==> src/rtl/lin_map_pkg.sv <==
// lin_map_pkg: basis-change matrices around the DOM AES S-box
// plus a GF(2) matrix-vector helper shared by RTL and bench.
package lin_map_pkg;

   // Index [r] holds row r, i.e. the mask that produces output bit r.
   typedef logic [7:0][7:0] mat_t;

   typedef enum logic {
      MAP_SBOX_OUT = 1'b0,
      MAP_SBOX_IN  = 1'b1
   } map_sel_e;

   localparam mat_t M_OUT = {
      8'h28, 8'h88, 8'h41, 8'hA8,
      8'hF8, 8'h6D, 8'h32, 8'h52
   };

   localparam mat_t M_IN = {
      8'hE7, 8'h71, 8'h63, 8'hE1,
      8'h9B, 8'h01, 8'h61, 8'h4F
   };

   localparam mat_t MINV_OUT = {
      8'h90, 8'h53, 8'h50, 8'h4B,
      8'hD0, 8'hA4, 8'h19, 8'h73
   };

   localparam mat_t MINV_IN = {
      8'h12, 8'hEB, 8'hED, 8'h42,
      8'h7E, 8'hB2, 8'h22, 8'h04
   };

   function automatic logic [7:0] gf2_mat_apply(
      input mat_t       m,
      input logic [7:0] x
   );
      logic [7:0] y;
      for (int r = 0; r < 8; r++) begin
         y[r] = ^(m[r] & x);
      end
      return y;
   endfunction

   function automatic mat_t minv_of(input int sel);
      return (sel == int'(MAP_SBOX_IN)) ? MINV_IN : MINV_OUT;
   endfunction

endpackage

==> src/rtl/lin_map_inv_share.sv <==
// lin_map_inv_share: combinational inverse basis change of one share.
// One instance per share so shares never meet before a register.
module lin_map_inv_share
   import lin_map_pkg::*;
#(
   parameter int MATRIX_SEL = 0
) (
   input  logic [7:0] x_i,
   output logic [7:0] y_o
);

   localparam mat_t MINV = minv_of(MATRIX_SEL);

   assign y_o = gf2_mat_apply(MINV, x_i);

endmodule

==> src/rtl/lin_map_inv_pipe.sv <==
// lin_map_inv_pipe: masked, pipelined inverse basis change with
// optional remasking and a valid/ready stage chain.
module lin_map_inv_pipe
   import lin_map_pkg::*;
#(
   parameter int MATRIX_SEL  = 0,
   parameter int N_SHARES    = 2,
   parameter int PIPE_STAGES = 2,
   parameter int REMASK      = 1
) (
   input  logic                      ClkxCI,
   input  logic                      RstxRI,
   input  logic                      InValidxSI,
   output logic                      InReadyxSO,
   input  logic [8*N_SHARES-1:0]     DataInxDI,
   input  logic [8*(N_SHARES-1)-1:0] RandxDI,
   output logic                      OutValidxSO,
   input  logic                      OutReadyxSI,
   output logic [8*N_SHARES-1:0]     DataOutxDO
);

   localparam int DW = 8 * N_SHARES;
   localparam int RW = 8 * (N_SHARES - 1);

   logic [DW-1:0] lin;
   logic [RW-1:0] rnd_in;
   logic          v1_q;
   logic          v1_d;
   logic          ld1;
   logic          adv1;
   logic [DW-1:0] d1_q;
   logic [RW-1:0] r1_q;
   logic [DW-1:0] rm;
   logic [7:0]    rsum;

   for (genvar i = 0; i < N_SHARES; i++) begin : g_share
      lin_map_inv_share #(
         .MATRIX_SEL(MATRIX_SEL)
      ) u_share (
         .x_i(DataInxDI[8*i +: 8]),
         .y_o(lin[8*i +: 8])
      );
   end

   if (REMASK != 0) begin : g_rnd
      assign rnd_in = RandxDI;
   end else begin : g_nornd
      logic unused_rand;
      assign unused_rand = ^RandxDI;
      assign rnd_in      = '0;
   end

   assign InReadyxSO = ~v1_q | adv1;
   assign ld1        = InValidxSI & InReadyxSO;
   assign v1_d       = ld1 | (v1_q & ~adv1);

   always_ff @(posedge ClkxCI) begin
      if (RstxRI) begin
         v1_q <= 1'b0;
         d1_q <= '0;
         r1_q <= '0;
      end else begin
         v1_q <= v1_d;
         if (ld1) begin
            d1_q <= lin;
            r1_q <= rnd_in;
         end
      end
   end

   // Last share absorbs the XOR of all fresh masks, taken from registers.
   always_comb begin
      rsum = '0;
      rm   = d1_q;
      for (int i = 0; i < N_SHARES - 1; i++) begin
         rsum          = rsum ^ r1_q[8*i +: 8];
         rm[8*i +: 8]  = d1_q[8*i +: 8] ^ r1_q[8*i +: 8];
      end
      rm[8*(N_SHARES-1) +: 8] = d1_q[8*(N_SHARES-1) +: 8] ^ rsum;
   end

   if (PIPE_STAGES == 2) begin : g_p2
      logic          v2_q;
      logic          v2_d;
      logic          ld2;
      logic [DW-1:0] d2_q;

      assign ld2  = v1_q & (~v2_q | OutReadyxSI);
      assign adv1 = ld2;
      assign v2_d = ld2 | (v2_q & ~OutReadyxSI);

      always_ff @(posedge ClkxCI) begin
         if (RstxRI) begin
            v2_q <= 1'b0;
            d2_q <= '0;
         end else begin
            v2_q <= v2_d;
            if (ld2) begin
               d2_q <= rm;
            end
         end
      end

      assign OutValidxSO = v2_q;
      assign DataOutxDO  = d2_q;
   end else begin : g_p1
      assign adv1        = v1_q & OutReadyxSI;
      assign OutValidxSO = v1_q;
      assign DataOutxDO  = rm;
   end

endmodule

==> config.mk <==
export PLATFORM = sky130hd
export DESIGN_NAME = lin_map_inv_pipe
export DESIGN_NICKNAME = d
export VERILOG_FILES = /design/src/rtl/lin_map_pkg.sv /design/src/rtl/lin_map_inv_share.sv /design/src/rtl/lin_map_inv_pipe.sv
export SDC_FILE = /design/constraint.sdc
export NUM_CORES = 1
export LEC_CHECK = 0
export BUFFER_PORTS_ARGS = -buffer_cell sky130_fd_sc_hd__clkbuf_2
export CAP_MARGIN = 25
export CORE_UTILIZATION = 45
export DETAILED_ROUTE_END_ITERATION = 8
export GPL_TIMING_DRIVEN = 0
export PLACE_DENSITY = 0.82
export SYNTH_ARGS = -nofsm -noshare
export SYNTH_HDL_FRONTEND = slang
export SYNTH_SLANG_ARGS = --single-unit
==> constraint.sdc <==
create_clock -name ClkxCI -period 3.3 [get_ports ClkxCI]
set_input_delay 0.33 -clock ClkxCI [delete_from_list [all_inputs] [get_ports ClkxCI]]
set_output_delay 0.33 -clock ClkxCI [all_outputs]
set_load 0.03 [all_outputs]
==> results of run 1 <==
[sequential cells by signal, indices dropped and copies added (netlist names)]
register	count
v1_q	1
DataOutxDO	16
d1_q	16
r1_q	8
OutValidxSO	1
[logic make-up (layout without fill, tap and decap cells)]
| logic type | after synthesis | count (layout) |
|---|---|---|
| flip-flops | 42 | 42 |
| buffers and inverters | 14 | 66 |
| XOR/XNOR | 38 | 38 |
| AO/OA/AOI/OAI | 39 | 39 |
| AND/OR/NAND/NOR | 68 | 68 |
[area by class of cell]
class	instances	area, sq um
Clock inverter	3	40.0
Tap cell	48	60.1
Buffer	13	52.6
Sequential cell	42	841
Multi-Input combinational cell	145	886
Timing Repair Buffer	44	220
Clock buffer	5	68.8
Fill cell	355	1570
Inverter	1	3.75
[power breakdown]
| part | switching, W | internal (W) |
|---|---|---|
| clock | 0.000178 | 0.000223 |
| sequential | 0.0000283 | 0.000546 |
| combinational | 0.000122 | 0.0000906 |
[metrics by stage]
step	setup WS, ns	hold WS [ns]	instances	area (sq um)	power, W
2_1_floorplan	1.57	0.445	201	1780	0.000734
3_3_place_gp	1.70	0.454	293	2060	0.000795
3_5_place_dp	1.64	0.464	293	2060	0.000801
4_1_cts	1.70	0.238	301	2170	0.00120
5_1_grt	1.57	0.234	301	2170	0.00125
6_report	1.71	0.242	301	2170	0.00119
[how the worst min path moves through the flow]
stage	startpoint	to
global placement	d1_q[3]$_SDFFE_PP0P_	d1_q[3]$_SDFFE_PP0P_
detailed placement	d1_q[2]$_SDFFE_PP0P_	d1_q[2]$_SDFFE_PP0P_
global route	RandxDI[5]	r1_q[5]$_SDFFE_PP0P_
finish	RandxDI[0]	r1_q[0]$_SDFFE_PP0P_
floorplan	d1_q[1]$_SDFFE_PP0P_	d1_q[1]$_SDFFE_PP0P_
CTS	RandxDI[3]	r1_q[3]$_SDFFE_PP0P_
[per-layer routing]
| metal | global-route usage [%] | vias up |
|---|---|---|
| met5 | 0 | - |
| met4 | 10.0 | 0 |
| met3 | 6.34 | 6 |
| met2 | 30.2 | 44 |
| met1 | 23.4 | 659 |
| li1 | - | 773 |
[layout by cell type, fill, tap and decap left out]
| master | count |
|---|---|
| nand4b_1 | 2 |
| buf_2 | 3 |
| or4_1 | 2 |
| nand3_1 | 2 |
| xor2_1 | 2 |
| a21oi_1 | 16 |
| xnor2_1 | 35 |
| xor2_2 | 1 |
| a211oi_1 | 23 |
| bufinv_16 | 1 |
| clkbuf_8 | 5 |
| inv_1 | 1 |
| nand2_1 | 29 |
| nand3b_1 | 3 |
| nor2b_1 | 2 |
| dfxtp_1 | 42 |
| nor2_1 | 27 |
| nor3_1 | 1 |
| clkbuf_2 | 44 |
| clkinv_2 | 2 |
| clkbuf_1 | 10 |
[worst max-delay path: cells and delay by family, from the launching register on]
kind | cells | cell delay (ns)
flip-flops | 1 | 0.33
AO/OA/AOI/OAI | 2 | 0.47
AND/OR/NAND/NOR | 2 | 0.28
buffers and inverters | 1 | 0.43
==> run_results.csv, run 1 <==
group,metric,value,unit
sta,finalHoldViolCount,0,
cts,cts_max_level,2,
route,drc_errors,0,
route,met1Wirelength,1700,um
yosys,synth-simple-area-share,16.4,%
setup_path,crit_start,"OutValidxSO$_SDFF_PP0_",
grt,antenna_found_initial,0,
grt,grt_pass1_vias,1265,
final_layout,area_growth,21.8,%
yosys,synth_top_family_by_area,"XOR/XNOR gates",
pwr,max-vdd-ir-drop,0.212,mV
die,coreArea,3740,sq um
setup_path,worstPathMaxFanout,10,
yosys,synth.net_count,229,
sta,rsz0062_at_grt,"no",
sta,slew_headroom,67.0,%
final_layout,nNetsFinal,280,
route,drt_pass1_iterations,4,
yosys,synth_xor_area_share,19.1,%
setup_path,r2r-start,"OutValidxSO$_SDFF_PP0_",
final_layout,diodes,0,
yosys,ys_seq_area_share,47.2,%
sta,clock.fmax,630,MHz
setup_path,cp.required,3.53,ns
die,die_w,64.9,um
sta,finalClockSkew,0.00721,ns
yosys,syn_area,1780,sq um
yosys,synth-seq-cells,42,
yosys,synth_top_cells_by_count,"dfxtp_1, xnor2_1, nand2_1",
sta,fin_crit,1.59,ns
route,wl_per_cell,12.2,um
die,num_rows,22,
hold_path,hold-path-cell-count,3,
setup_path,r2r_cells,5,
yosys,synth_mux_area_share,0,%
route,vias,1482,
place,io_buffers,44,
die,start_util,47.6,%
job,maxCapViolations,0,
yosys,synth_edf_count,0,
route,ant_nets,0,
route,highest_layer,"met4",
hold_path,hold_class,"in2reg",
cts,cts_sinks,42,
sta,fin_tns_setup,0,ns
setup_path,worstSetupPathType,"reg2reg",
yosys,synthAdderAreaFrac,0,%
cts,cts_buffers,5,
yosys,synth_most_common_cell,"dfxtp_1",
yosys,synth.top_cells.by_area,"dfxtp_1, xnor2_1, a211oi_1",
pwr,power_density,547,nW/um^2
final_layout,final_util,58.0,%
sta,tightest_slew,0.495,ns
cts,insertion_delay,0.30,ns
status,status,"finished, final reports clean",
die,die_h,64.9,um
place,routabilityCongestion,0.762,
setup_path,crit_arrival,1.82,ns
yosys,synth_compound_area_share,14.2,%
route,met2_length,1690,um
yosys,syn_avg_cell_area,8.87,sq um
yosys,yosysTopAreaCellShare,47.2,%
setup_path,crit_path_frequent_cell,"a21oi_1",
setup_path,crit_path_end,"d1_q[9]$_SDFFE_PP0P_",
final_layout,drive_gt1_share,22.1,%
route,wl_met3,225,um
sta,report.final.slew_viol_count,0,
grt,track_usage,19.3,%
route,viasPerCell,4.92,
yosys,async_reset_ff_share,0,%
cts,cts_hold_buf,0,
yosys,synth_flop_cell,"dfxtp_1",
cts,cts_tree,"done",
grt,grt_pass1_wl,5870,um
place,post-dp-hpwl,2840,um
setup_path,r2r_end,"d1_q[9]$_SDFFE_PP0P_",
yosys,yosysTopAreaCell,"dfxtp_1",
cts,path_clk_slew,0.08,ns
pwr,p_leak,0.857,nW
die,io_pins,46,
yosys,synth.yosys.warnings,0,
cts,clockBufferDepth,2,
die,die_area,4220,sq um
setup_path,path_cells,"nor2b_1, a21oi_1, clkbuf_1, nand2_1, a21oi_1",
route,drt_iter0_markers,56,
cts,cts_resized,0,
grt,grt_max_degree,14,
route,drt-total-wl,3690,um
setup_path,slowest_stage,"clkbuf_1",
grt,overflow,0,
sta,fin_crit_sh,48.1,%
yosys,syn_inst,201,
setup_path,r2r_slack,1.71,ns
cts,post-cts-setup-buffers,0,
cts,root_buffer,"clkbuf_8",
setup_path,cp-start-kind,"flip-flop",
setup_path,max_stage_delay,0.43,ns
yosys,synth_cell_types,17,
setup_path,endpoint_kind,"flip-flop",
sta,setup_violations,0,
Power figures use the tool's default switching activity.
==> run 2: changes to the inputs <==
==> constraint.sdc (replaced) <==
create_clock -name ClkxCI -period 1.6 [get_ports ClkxCI]
set_input_delay 0.16 -clock ClkxCI [delete_from_list [all_inputs] [get_ports ClkxCI]]
set_output_delay 0.16 -clock ClkxCI [all_outputs]
set_load 0.03 [all_outputs]
==> run 2 against run 1 <==
Against the previous run:
- total power is 95% higher
- clock skew is 0.0032 ns lower
- die area stayed put
- critical path depth stayed put
- via count is 2.4% lower
- maximum frequency is 9.2% higher
- first-iteration DRC count is 30% higher
- global-route usage is 0.19 points lower
- sequential power is 110% higher
- non-clock buffer count stayed put
- register-to-register slack worse by 1.6 ns
==> run_results.csv, run 2 (synthesis gave the netlist of run 1 again) <==
group,metric,value,unit
cts,cts_resized,0,
final_layout,area_growth,21.2,%
sta,tightest_slew,0.481,ns
grt,track_usage,19.1,%
grt,grt_pass1_vias,1327,
setup_path,cp-start-kind,"flip-flop",
final_layout,final_common_cell,"clkbuf_2",
setup_path,max_stage_delay,0.39,ns
die,io_pins,46,
sta,fin_crit_sh,90.8,%
pwr,power_density,1070,nW/um^2
setup_path,path_cells,"nor2b_1, a21oi_1, clkbuf_1, nand2_1, a21oi_1",
cts,clockBufferDepth,2,
final_layout,final_util,57.7,%
grt,antenna_found_initial,0,
final_layout,nFillCells,356,
setup_path,r2r_cells,5,
setup_path,r2r_slack,0.15,ns
setup_path,r2r_end,"r1_q[6]$_SDFFE_PP0P_",
hold_path,hold_class,"in2reg",
place,post-dp-hpwl,2760,um
setup_path,slowest_stage,"clkbuf_1",
sta,report.final.slew_viol_count,0,
final_layout,drive_gt1_share,23.3,%
setup_path,crit_family,"compound AO/OA/AOI/OAI gates",
grt,grt_max_degree,13,
cts,cts_tree,"done",
route,drt-total-wl,3570,um
hold_path,hold-path-cell-count,3,
sta,fin_crit,1.45,ns
setup_path,crit_arrival,1.67,ns
sta,finalClockSkew,0.00403,ns
cts,cts_sinks,42,
place,place_area,2070,sq um
status,status,"finished, final reports clean",
die,die_h,64.9,um
final_layout,layout_common_cells,"clkbuf_2, dfxtp_1, xnor2_1, nand2_1, nor2_1",
sta,finalHoldViolCount,0,
pwr,p_leak,0.857,nW
cts,cts_buffers,5,
final_layout,diodes,0,
final_layout,layoutNonFillerInstCount,301,
setup_path,worst-path-stages,5,
place,dp_cells,293,
route,wl_per_cell,11.9,um
die,coreArea,3740,sq um
route,drc_errors,0,
die,die_w,64.9,um
die,start_util,47.6,%
sta,slew_headroom,68.0,%
die,die_area,4220,sq um
setup_path,crit_start,"OutValidxSO$_SDFF_PP0_",
sta,fin_tns_setup,0,ns
route,drt_pass1_iterations,4,
sta,clock.fmax,688,MHz
final_layout,seq_area,841,sq um
cts,post-cts-setup-buffers,0,
setup_path,worstSetupPathType,"reg2reg",
final_layout,nNetsFinal,280,
setup_path,r2r-start,"OutValidxSO$_SDFF_PP0_",
place,io_buffers,44,
cts,cts_max_level,2,
cts,root_buffer,"clkbuf_8",
setup_path,cp.required,1.82,ns
sta,holdWs,0.0821,ns
cts,cts_hold_buf,0,
final_layout,multi_input_area,888,sq um
route,drt_iter0_markers,73,
cts,path_clk_slew,0.08,ns
setup_path,worstPathMaxFanout,10,
route,ant_nets,0,
job,maxCapViolations,0,
cts,insertion_delay,0.29,ns
die,num_rows,22,
grt,grt_pass1_wl,5930,um
final_layout,finish.instance_area,2160,sq um
setup_path,crit_buf_inv,1,
sta,setup_violations,0,
grt,overflow,0,
hold_path,worstHoldStart,"RandxDI[0]",
setup_path,endpoint_kind,"flip-flop",
route,viasPerCell,4.81,
setup_path,crit_path_frequent_cell,"a21oi_1",
route,vias,1447,
pwr,max-vdd-ir-drop,0.339,mV
sta,rsz0062_at_grt,"no",
hold_path,holdPathEnd,"r1_q[0]$_SDFFE_PP0P_",
place,routabilityCongestion,0.804,
-- run 2: final cells by class --
class | instances | share of cell area, %
Clock inverter | 1 | 0.232
Tap cell | 48 | 2.78
Inverter | 1 | 0.174
Clock buffer | 7 | 4.00
Buffer | 13 | 2.61
Timing Repair Buffer | 44 | 10.2
Sequential cell | 42 | 38.9
Multi-Input combinational cell | 145 | 41.1
-- run 2: worst max-delay path by stage --
stage	endpoint
global route	r1_q[5]$_SDFFE_PP0P_
CTS	d1_q[9]$_SDFFE_PP0P_
finish	r1_q[6]$_SDFFE_PP0P_
global placement	d1_q[9]$_SDFFE_PP0P_
detailed placement	d1_q[9]$_SDFFE_PP0P_
floorplan	r1_q[6]$_SDFFE_PP0P_
-- run 2: worst register-to-register path: stages, from the launching register on --
cell      delay [ns]
dfxtp_1         0.33
nor2b_1         0.15
a21oi_1         0.26
clkbuf_1        0.39
nand2_1         0.10
a21oi_1         0.14
-- run 2: stage by stage --
stage | setup slack (ns) | total power, W
global route | 0.0141 | 0.00243
detailed placement | 0.149 | 0.00165
finish | 0.147 | 0.00232
CTS | 0.130 | 0.00233
global placement | 0.104 | 0.00164
floorplan | 0.00543 | 0.00151
-- run 2: report_power, final --
group          total [W]  switching (W)  internal (W)
combinational   0.000440       0.000251      0.000188
sequential       0.00118      0.0000563       0.00113
clock           0.000694       0.000346      0.000348
total            0.00232       0.000654       0.00166
-- run 2: layer usage --
metal,vias to the layer above,share of wire [%],global-route usage (%)
li1,774,-,-
met1,632,49,23.9
met2,36,44,29.9
met3,5,4.7,4.93
met4,0,1.8,10.0
met5,-,0,0
